[config.mk]
export PLATFORM = sky130hd
export DESIGN_NAME = addr4u_result_monitor
export DESIGN_NICKNAME = d
export VERILOG_FILES = /design/src/rtl/addr4u_result_monitor.sv
export SDC_FILE = /design/constraint.sdc
export NUM_CORES = 1
export LEC_CHECK = 0
export CAP_MARGIN = 10
export CORE_AREA = 10 10 84 100
export DETAILED_ROUTE_END_ITERATION = 7
export DIE_AREA = 0 0 94 110
export GPL_TIMING_DRIVEN = 0
export PLACE_DENSITY = 0.77
export SLEW_MARGIN = 20
export SYNTH_ARGS = -nofsm -noshare
export SYNTH_HDL_FRONTEND = slang
export SYNTH_SLANG_ARGS = --single-unit
[constraint.sdc]
create_clock -name clk -period 4.7 [get_ports clk]
set_clock_uncertainty 0.15 [all_clocks]
set_input_delay 0.94 -clock clk [delete_from_list [all_inputs] [get_ports clk]]
set_output_delay 0.94 -clock clk [all_outputs]
set_load 0.1 [all_outputs]
[src/rtl/addr4u_result_monitor.sv]
// addr4u_result_monitor
//
// Registered result stage for the 4-bit unsigned adder cores. Each accepted beat carries an
// operand pair and the adder's 5-bit sum. The stage checks that sum against a golden A+B,
// forwards the sum and a mismatch flag through a one-deep output register, and keeps vector
// and error statistics. With HALT_ON_ERR set, the first mismatching beat stops further
// intake until clr is pulsed.
//
// Parameters
//   CNT_W        width of vec_cnt / err_cnt (must be >= 2)
//   HALT_ON_ERR  1: stop intake on the first accepted mismatch
//
// Ports
//   clk          clock, rising edge
//   rst          asynchronous active-high reset
//   clr          synchronous clear of statistics and halt state
//   in_valid     operand/sum triple valid
//   in_ready     stage can accept this cycle (combinational)
//   op_a, op_b   adder operands
//   dut_sum      adder result under test
//   out_valid    registered result valid
//   out_ready    downstream accepts the result
//   out_sum      registered dut_sum
//   out_err      registered mismatch flag for out_sum
//   vec_cnt      saturating count of accepted beats
//   err_cnt      saturating count of accepted mismatching beats
//   fail_seen    sticky: some mismatch has been accepted
//   first_fail   {op_a, op_b, dut_sum} of the first accepted mismatch
//   halted       intake stopped after a mismatch

module addr4u_result_monitor #(
    parameter int unsigned CNT_W       = 16,
    parameter int unsigned HALT_ON_ERR = 0
) (
    input  logic             clk,
    input  logic             rst,
    input  logic             clr,
    input  logic             in_valid,
    output logic             in_ready,
    input  logic [3:0]       op_a,
    input  logic [3:0]       op_b,
    input  logic [4:0]       dut_sum,
    output logic             out_valid,
    input  logic             out_ready,
    output logic [4:0]       out_sum,
    output logic             out_err,
    output logic [CNT_W-1:0] vec_cnt,
    output logic [CNT_W-1:0] err_cnt,
    output logic             fail_seen,
    output logic [12:0]      first_fail,
    output logic             halted
);

    localparam logic [CNT_W-1:0] CntOne = CNT_W'(1);
    localparam logic [CNT_W-1:0] CntMax = '1;

    typedef enum logic {
        StRun,
        StHalt
    } state_e;

    state_e state_q, state_d;

    // Datapath and statistics registers
    logic             out_valid_q, out_valid_d;
    logic [4:0]       out_sum_q, out_sum_d;
    logic             out_err_q, out_err_d;
    logic [CNT_W-1:0] vec_cnt_q, vec_cnt_d;
    logic [CNT_W-1:0] err_cnt_q, err_cnt_d;
    logic             fail_seen_q, fail_seen_d;
    logic [12:0]      first_fail_q, first_fail_d;

    logic [4:0] gold;
    logic       mismatch;
    logic       accept;
    logic       drain;

    // Golden sum kept at 5 bits so the carry out is compared too
    assign gold     = {1'b0, op_a} + {1'b0, op_b};
    assign mismatch = (dut_sum != gold);

    // Output register can take a new beat when empty or being drained this cycle
    assign in_ready = !clr && !halted && (!out_valid_q || out_ready);
    assign accept   = in_valid && in_ready;
    assign drain    = out_valid_q && out_ready;

    // ------------------------------------------------------------------
    // Halt FSM: state register
    // ------------------------------------------------------------------
    always_ff @(posedge clk or posedge rst) begin
        if (rst) begin
            state_q <= StRun;
        end else begin
            state_q <= state_d;
        end
    end

    // Halt FSM: next state
    always_comb begin
        state_d = state_q;
        unique case (state_q)
            StRun: begin
                if (accept && mismatch && (HALT_ON_ERR != 0)) begin
                    state_d = StHalt;
                end
            end
            StHalt: begin
                if (clr) begin
                    state_d = StRun;
                end
            end
            default: state_d = StRun;
        endcase
    end

    // Halt FSM: outputs
    always_comb begin
        halted = (state_q == StHalt);
    end

    // ------------------------------------------------------------------
    // Output register next state
    // ------------------------------------------------------------------
    always_comb begin
        out_valid_d = out_valid_q;
        out_sum_d   = out_sum_q;
        out_err_d   = out_err_q;
        if (accept) begin
            // Reload covers the simultaneous drain case, giving one beat per cycle
            out_valid_d = 1'b1;
            out_sum_d   = dut_sum;
            out_err_d   = mismatch;
        end else if (drain) begin
            out_valid_d = 1'b0;
        end
    end

    // ------------------------------------------------------------------
    // Statistics next state; clr never coincides with accept since in_ready is low
    // ------------------------------------------------------------------
    always_comb begin
        vec_cnt_d    = vec_cnt_q;
        err_cnt_d    = err_cnt_q;
        fail_seen_d  = fail_seen_q;
        first_fail_d = first_fail_q;
        if (clr) begin
            vec_cnt_d    = '0;
            err_cnt_d    = '0;
            fail_seen_d  = 1'b0;
            first_fail_d = '0;
        end else if (accept) begin
            if (vec_cnt_q != CntMax) begin
                vec_cnt_d = vec_cnt_q + CntOne;
            end
            if (mismatch) begin
                if (err_cnt_q != CntMax) begin
                    err_cnt_d = err_cnt_q + CntOne;
                end
                fail_seen_d = 1'b1;
                // Only the first mismatch since reset/clr is captured
                if (!fail_seen_q) begin
                    first_fail_d = {op_a, op_b, dut_sum};
                end
            end
        end
    end

    // ------------------------------------------------------------------
    // State registers
    // ------------------------------------------------------------------
    always_ff @(posedge clk or posedge rst) begin
        if (rst) begin
            out_valid_q  <= 1'b0;
            out_sum_q    <= '0;
            out_err_q    <= 1'b0;
            vec_cnt_q    <= '0;
            err_cnt_q    <= '0;
            fail_seen_q  <= 1'b0;
            first_fail_q <= '0;
        end else begin
            out_valid_q  <= out_valid_d;
            out_sum_q    <= out_sum_d;
            out_err_q    <= out_err_d;
            vec_cnt_q    <= vec_cnt_d;
            err_cnt_q    <= err_cnt_d;
            fail_seen_q  <= fail_seen_d;
            first_fail_q <= first_fail_d;
        end
    end

    assign out_valid  = out_valid_q;
    assign out_sum    = out_sum_q;
    assign out_err    = out_err_q;
    assign vec_cnt    = vec_cnt_q;
    assign err_cnt    = err_cnt_q;
    assign fail_seen  = fail_seen_q;
    assign first_fail = first_fail_q;

endmodule

==> qor.yml, run 1 <==
status:
  status: "finished, final reports clean"
global_route:
  overflow: 0
  grt_max_degree: 55
  antenna_found_initial: 0
  grt_pass1_vias: 2408
  grt_usage_pct: 14.4
  grt_pass1_wl_mm: 12.2
sta:
  finalHoldViolCount: 0
  finalCriticalPeriod_ns: 4.01
  tightest_slew_ns: 1.01
  max_freq_ghz: 0.250
  rsz0062_at_grt: "no"
  setup_violations: 0
  maxSlewViolCount: 0
  slew_headroom_pct: 32.4
  finalCritPeriodShare_pct: 85.2
  timing.setup.tns_ns: 0
routing:
  viasPerCell: 5.39
  drtAntennaViolNets: 0
  drt_pass1_iterations: 4
  drt_first_iter_violations: 148
  drt_drc_violations_left: 0
  wirelength_mm: 7.37
  num_vias: 2398
  post_drt_wl_per_cell_microns: 16.6
worst_setup_path:
  cpMaxStageDelayCell: "clkdlybuf4s50_1"
  required_ns: 3.61
  crit_family: "buffers and inverters"
  startpoint_type: "input port"
  cp_common_cell: "clkdlybuf4s50_1"
  setup.worst_path.class: "in -> out"
  arrival_ns: 2.92
  cp_max_fo: 4
  cp-end-kind: "output pin"
  path_cells: "clkdlybuf4s50_1 > nor2_1 > and2_1 > clkdlybuf4s50_1"
  critPathMaxStageDelay_ns: 1.13
  critical_path_buf_inv_count: 2
clocking:
  clock-sinks: 54
  htree_levels: 2
  hold_buffers: 0
  cts_tree: "built"
  ctsResizeCount: 0
  cts_made_buffers: 5
  clock-root-buffer: "clkbuf_8"
  post_cts_buffers: 0
  cts_buffer_depth: 2
  clk_pin_slew_worst_paths_ns: 0.10
  clkLatencyLatePin_ns: 0.31
floorplanning:
  dieArea_sq_um: 10300
  initial_core_util_pct: 43.7
  fp.dieH_microns: 110
  io_pins: 73
  coreArea_sq_um: 6410
  rows: 32
  chipWidth_microns: 94
cells_and_area:
  diodes: 0
  nNetsFinal: 384
  area_delta_synth_final_pct: 33.4
  n_fill_cell: 591
  multi_input_area_sq_um: 1400
  drive_gt1_share_pct: 9.17
  final-seq-area_sq_um: 1350
placed_design:
  numPortBuffers: 72
  place_congestion: 0.921
  dpl.hpwl_mm: 5.54
synthesis:
  synth_cell_type_count: 39
  yosysWarnings: 0
  ys_seq_area_share_pct: 48.3
  post_synth_instance_area_sq_um: 2800
  synth-seq-cells: 54
  syn_area_per_cell_sq_um: 10.0
  synthCells: 280
  syn-num-nets: 305
power:
  fin_total_pwr_mw: 1.15
  ir_drop_v: 0.000214
  powerDensity_nw_per_um2: 307
  p_leak_nw: 1.58
job:
  cap_violations: 0
hold_path:
  hold_class: "reg -> reg"
-- worst register-to-register path, stage by stage, from the launching register on --
cell and delay, ns:
dfrtp_1 0.42, nor2_1 0.20, nand3_1 0.34, nor3_1 0.52, buf_2 0.35, mux2_2 0.37
-- report_power, final --
| part | switching (mW) | internal (mW) | total, mW | leakage (nW) |
|---|---|---|---|---|
| clock | 0.149 | 0.160 | 0.308 | 0.0524 |
| combinational | 0.249 | 0.0892 | 0.338 | 0.796 |
| sequential | 0.0147 | 0.487 | 0.502 | 0.732 |
| total | 0.412 | 0.736 | 1.15 | 1.58 |
-- routing by layer --
layer	global-route usage [%]	share of wire [%]
met1	17.3	41
met2	24.2	51
met3	4.19	6.2
met4	4.46	1.2
met5	0	0
-- kinds of logic after synthesis --
group / count (synthesis) / synth area share [%]
AND/OR/NAND/NOR: 137 / 25.7
flip-flops: 54 / 48.3
AO/OA/AOI/OAI: 32 / 7.64
XOR/XNOR: 20 / 6.26
multiplexers: 17 / 6.79
buffers and inverters: 13 / 1.92
adder cells (fa/ha/maj): 7 / 3.40
-- synth_stat cells --
master    number  area share (%)
o21a_1         1            0.27
mux2i_1        1            0.36
a21o_1         3            0.80
o21bai_1       1            0.27
dfrtp_1       54              48
o31ai_1        6             1.6
inv_1          2            0.27
nor2_1        22             2.9
buf_1          1            0.13
a41oi_1        1            0.31
o211ai_1       3            0.80
ha_1           6             2.7
nand2b_1       1            0.22
nand3_1       14             2.5
and3_1         4            0.89
o211a_1        1            0.36
nand4_1       10             2.2
a31o_2         1            0.31
or4_2          1            0.31
o221a_2        1            0.40
or4_1          9             2.4
buf_2          4            0.71
o21ai_0        4            0.71
nand2_1       33             4.4
fa_1           1            0.71
and2_1         2            0.45
or2_1          1            0.22
xnor2_1        7             2.2
mux2_2        16             6.4
and4_1         1            0.31
nor2b_1       17             3.8
a21oi_1       10             1.8
nand2_2        1            0.22
clkbuf_1       6            0.80
nand4_2        2            0.89
nor4_1         8             1.8
or3_1          3            0.67
xor2_1        13             4.1
nor3_1         8             1.4
-- sequential cells by signal, summed over array words and instances (netlist names) --
register and count:
out_err 1, fail_seen 1, out_valid 1, halted 1, err_cnt 16, out_sum 5, vec_cnt 16, first_fail 13
-- placed cells by master, fill, tap and decap left out, drive strengths merged, types with 2 or more instances in the layout --
cell	instances
nand4	12
o31ai	6
nand3	14
ha	6
buf	5
clkbuf	13
clkdlybuf4s50	72
and2	2
nor3	8
nor2	22
o211ai	3
xor2	13
or3	3
inv	2
or4	10
nor4	8
o21ai	4
mux2	16
dfrtp	54
a21o	3
and3	4
nor2b	17
nand2	34
xnor2	7
a21oi	10
-- path summary, 6_finish.rpt --
path / from / end / slack, ns / cells past startpoint
setup / recovery: clr / in_ready / 0.69 / 4
hold / removal: out_sum[0] / out_sum[0] / 0.33 / 2
setup reg to reg: halted / first_fail[6] / 2.24 / 5
hold reg to reg: out_sum[0] / out_sum[0] / 0.33 / 2
max in group asynchronous: rst / first_fail[9] / 3.02 / 2
min in group asynchronous: rst / first_fail[0] / 0.92 / 2
-- through the flow --
stage / worst slack, ns / hold slack, ns / utilization [%] / cell area (sq um) / cells
after detailed placement: 0.676 / 0.311 / 56.7 / 3630 / 437
after global routing: 0.641 / 0.356 / 58.3 / 3740 / 445
after global placement: 0.691 / 0.308 / 56.6 / 3630 / 437
after CTS: 0.688 / 0.336 / 58.3 / 3740 / 445
after floorplan: 1.38 / 0.812 / - / 2800 / 280
final: 0.694 / 0.331 / 58.3 / 3740 / 445
-- final cells by class --
type | count | area share (%)
sequential | 54 | 36.2
clock inverter | 1 | 0.804
buffer | 11 | 1.24
timing repair buffer | 72 | 19.3
tap | 85 | 2.85
clock buffer | 7 | 2.04
multi-input combinational | 213 | 37.3
inverter | 2 | 0.268
(Power assumes the default switching activity.)
==> inputs of run 2 (changes only) <==
--- a/config.mk
+++ b/config.mk
@@ -10,6 +10,7 @@
 export DETAILED_ROUTE_END_ITERATION = 7
 export DIE_AREA = 0 0 94 110
 export GPL_TIMING_DRIVEN = 0
+export MAX_ROUTING_LAYER = met4
 export PLACE_DENSITY = 0.77
 export SLEW_MARGIN = 20
 export SYNTH_ARGS = -nofsm -noshare
==> constraint.sdc (replaced) <==
create_clock -name clk -period 4.1 [get_ports clk]
set_clock_uncertainty 0.15 [all_clocks]
set_input_delay 0.82 -clock clk [delete_from_list [all_inputs] [get_ports clk]]
set_output_delay 0.82 -clock clk [all_outputs]
set_load 0.1 [all_outputs]
==> qor.yml, run 2 (synthesized netlist as in run 1, its figures left out) <==
sta:
  maxSlewViolCount: 0
  fin_hold_ws_ns: 0.332
  rsz0062_at_grt: "no"
  finalCriticalPeriod_ns: 3.77
  slew_headroom_pct: 32.3
  max_freq_ghz: 0.265
  finalHoldViolCount: 0
  tightest_slew_ns: 1.01
  finalCritPeriodShare_pct: 91.9
  setup_violations: 0
  timing.setup.tns_ns: 0
global_route:
  grt_pass1_wl_mm: 12.2
  overflow: 0
  grt_usage_pct: 14.8
  grt_max_degree: 55
  antenna_found_initial: 0
  grt_pass1_vias: 2417
status:
  status: "finished, final reports clean"
routing:
  num_vias: 2425
  wirelength_mm: 7.43
  drt_drc_violations_left: 0
  drt_pass1_iterations: 4
  drt_first_iter_violations: 141
  drtAntennaViolNets: 0
  viasPerCell: 5.45
  post_drt_wl_per_cell_microns: 16.7
floorplanning:
  initial_core_util_pct: 43.7
  fp.dieH_microns: 110
  chipWidth_microns: 94
  rows: 32
  dieArea_sq_um: 10300
  coreArea_sq_um: 6410
  io_pins: 73
power:
  p_seq_share_pct: 43.7
  ir_drop_v: 0.000245
  combPwrFrac_pct: 29.5
  p_leak_nw: 1.58
  powerDensity_nw_per_um2: 352
  p_clk_share_pct: 26.8
  internal_power_mw: 0.844
  p_sw_share_pct: 35.9
  switchingPower_mw: 0.473
clocking:
  clk_pin_slew_worst_paths_ns: 0.10
  cts_buffer_depth: 2
  post_cts_buffers: 0
  cts_made_buffers: 5
  clkLatencyLatePin_ns: 0.31
  cts_tree: "built"
  clock-root-buffer: "clkbuf_8"
  hold_buffers: 0
  ctsResizeCount: 0
  htree_levels: 2
  clock-sinks: 54
cells_and_area:
  design_area_sq_um: 3740
  area_delta_synth_final_pct: 33.4
  final_cell_mix: "72 x clkdlybuf4s50_1, 54 x dfrtp_1, 33 x nand2_1, 22 x nor2_1, 17 x nor2b_1"
  diodes: 0
  n_fill_cell: 591
  drive_gt1_share_pct: 9.17
  layout_commonest_cell: "clkdlybuf4s50_1"
  final_util_pct: 58.3
  nNetsFinal: 384
worst_setup_path:
  critPathMaxStageDelay_ns: 1.13
  cp-end-kind: "output pin"
  critical_path_buf_inv_count: 2
  cp_common_cell: "clkdlybuf4s50_1"
  endpoint: "in_ready"
  r2r-start: "vec_cnt[2]"
  critical_path.startpoint: "clr"
  cpMaxStageDelayCell: "clkdlybuf4s50_1"
  cp.depth: 4
  arrival_ns: 2.80
  startpoint_type: "input port"
  cp_max_fo: 4
  path_cells: "clkdlybuf4s50_1 > nor2_1 > and2_1 > clkdlybuf4s50_1"
  setup.worst_path.class: "in -> out"
  required_ns: 3.13
  crit_family: "buffers and inverters"
  reg2reg_depth: 6
  worstReg2RegEnd: "vec_cnt[15]"
  rrSetupSlack_ns: 1.64
hold_path:
  hold_class: "reg -> reg"
placed_design:
  dpl.hpwl_mm: 5.54
  postPlaceCellArea_sq_um: 3630
  place_congestion: 0.937
  numPortBuffers: 72
job:
  cap_violations: 0
## run 2: cell counts in the layout (fill, tap and decap cells not counted)
No cell type changed its count.
## run 2: worst register-to-register path, cell delays in order, from the launching register on
cell	delay, ns
dfrtp_1	0.46
and3_1	0.24
nand4_1	0.20
nor4_1	0.82
nand4_1	0.23
xor2_1	0.18
nor2_1	0.06
## run 2: worst min path at each step
stage / start / to / slack, ns / cells after the start
after global placement: out_sum[2] / out_sum[2] / 0.31 / 2
after floorplan: dut_sum[0] / out_sum[0] / 0.78 / 2
after CTS: out_sum[0] / out_sum[0] / 0.34 / 2
after global routing: out_sum[0] / out_sum[0] / 0.36 / 2
final: out_sum[0] / out_sum[0] / 0.33 / 2
after detailed placement: out_sum[0] / out_sum[0] / 0.31 / 2
## run 2: power by group through the flow
stage	Combinational, mW	Clock (mW)	Sequential [mW]
after floorplan	0.0919	0	0.777
after global placement	0.388	0	0.585
after detailed placement	0.391	0	0.586
after CTS	0.392	0.360	0.575
after global routing	0.407	0.384	0.579
final	0.388	0.353	0.575
## run 2: layout make-up
| type | instances | area, sq um | area share [%] |
|---|---|---|---|
| sequential | 54 | 1350 | 36.2 |
| clock buffer | 7 | 76.3 | 2.04 |
| inverter | 2 | 10.0 | 0.268 |
| tap | 85 | 106 | 2.85 |
| multi-input combinational | 213 | 1400 | 37.3 |
| buffer | 11 | 46.3 | 1.24 |
| clock inverter | 1 | 30.0 | 0.804 |
| timing repair buffer | 72 | 721 | 19.3 |
## run 2: per-layer routing
metal | routed length (microns) | track usage [%]
met5 | 0 | -
met4 | 99 | 4.46
met3 | 426 | 3.45
met2 | 3790 | 24.4
met1 | 3120 | 17.8
## run 2: stage by stage
| step | instances | setup WS, ns | power (mW) |
|---|---|---|---|
| after global placement | 437 | 0.211 | 0.972 |
| final | 445 | 0.331 | 1.32 |
| after detailed placement | 437 | 0.196 | 0.977 |
| after CTS | 445 | 0.328 | 1.33 |
| after global routing | 445 | 0.281 | 1.37 |
| after floorplan | 280 | 0.899 | 0.869 |
==> inputs of run 3 (changes only) <==
--- a/config.mk
+++ b/config.mk
@@ -5,10 +5,11 @@
 export SDC_FILE = /design/constraint.sdc
 export NUM_CORES = 1
 export LEC_CHECK = 0
-export CAP_MARGIN = 10
+export CAP_MARGIN = 20
 export CORE_AREA = 10 10 84 100
 export DETAILED_ROUTE_END_ITERATION = 7
 export DIE_AREA = 0 0 94 110
+export GPL_ROUTABILITY_DRIVEN = 1
 export GPL_TIMING_DRIVEN = 0
 export MAX_ROUTING_LAYER = met4
 export PLACE_DENSITY = 0.77
==> results of run 3 <==
No change in the layout: final DEF, timing and power equal those of run 2.
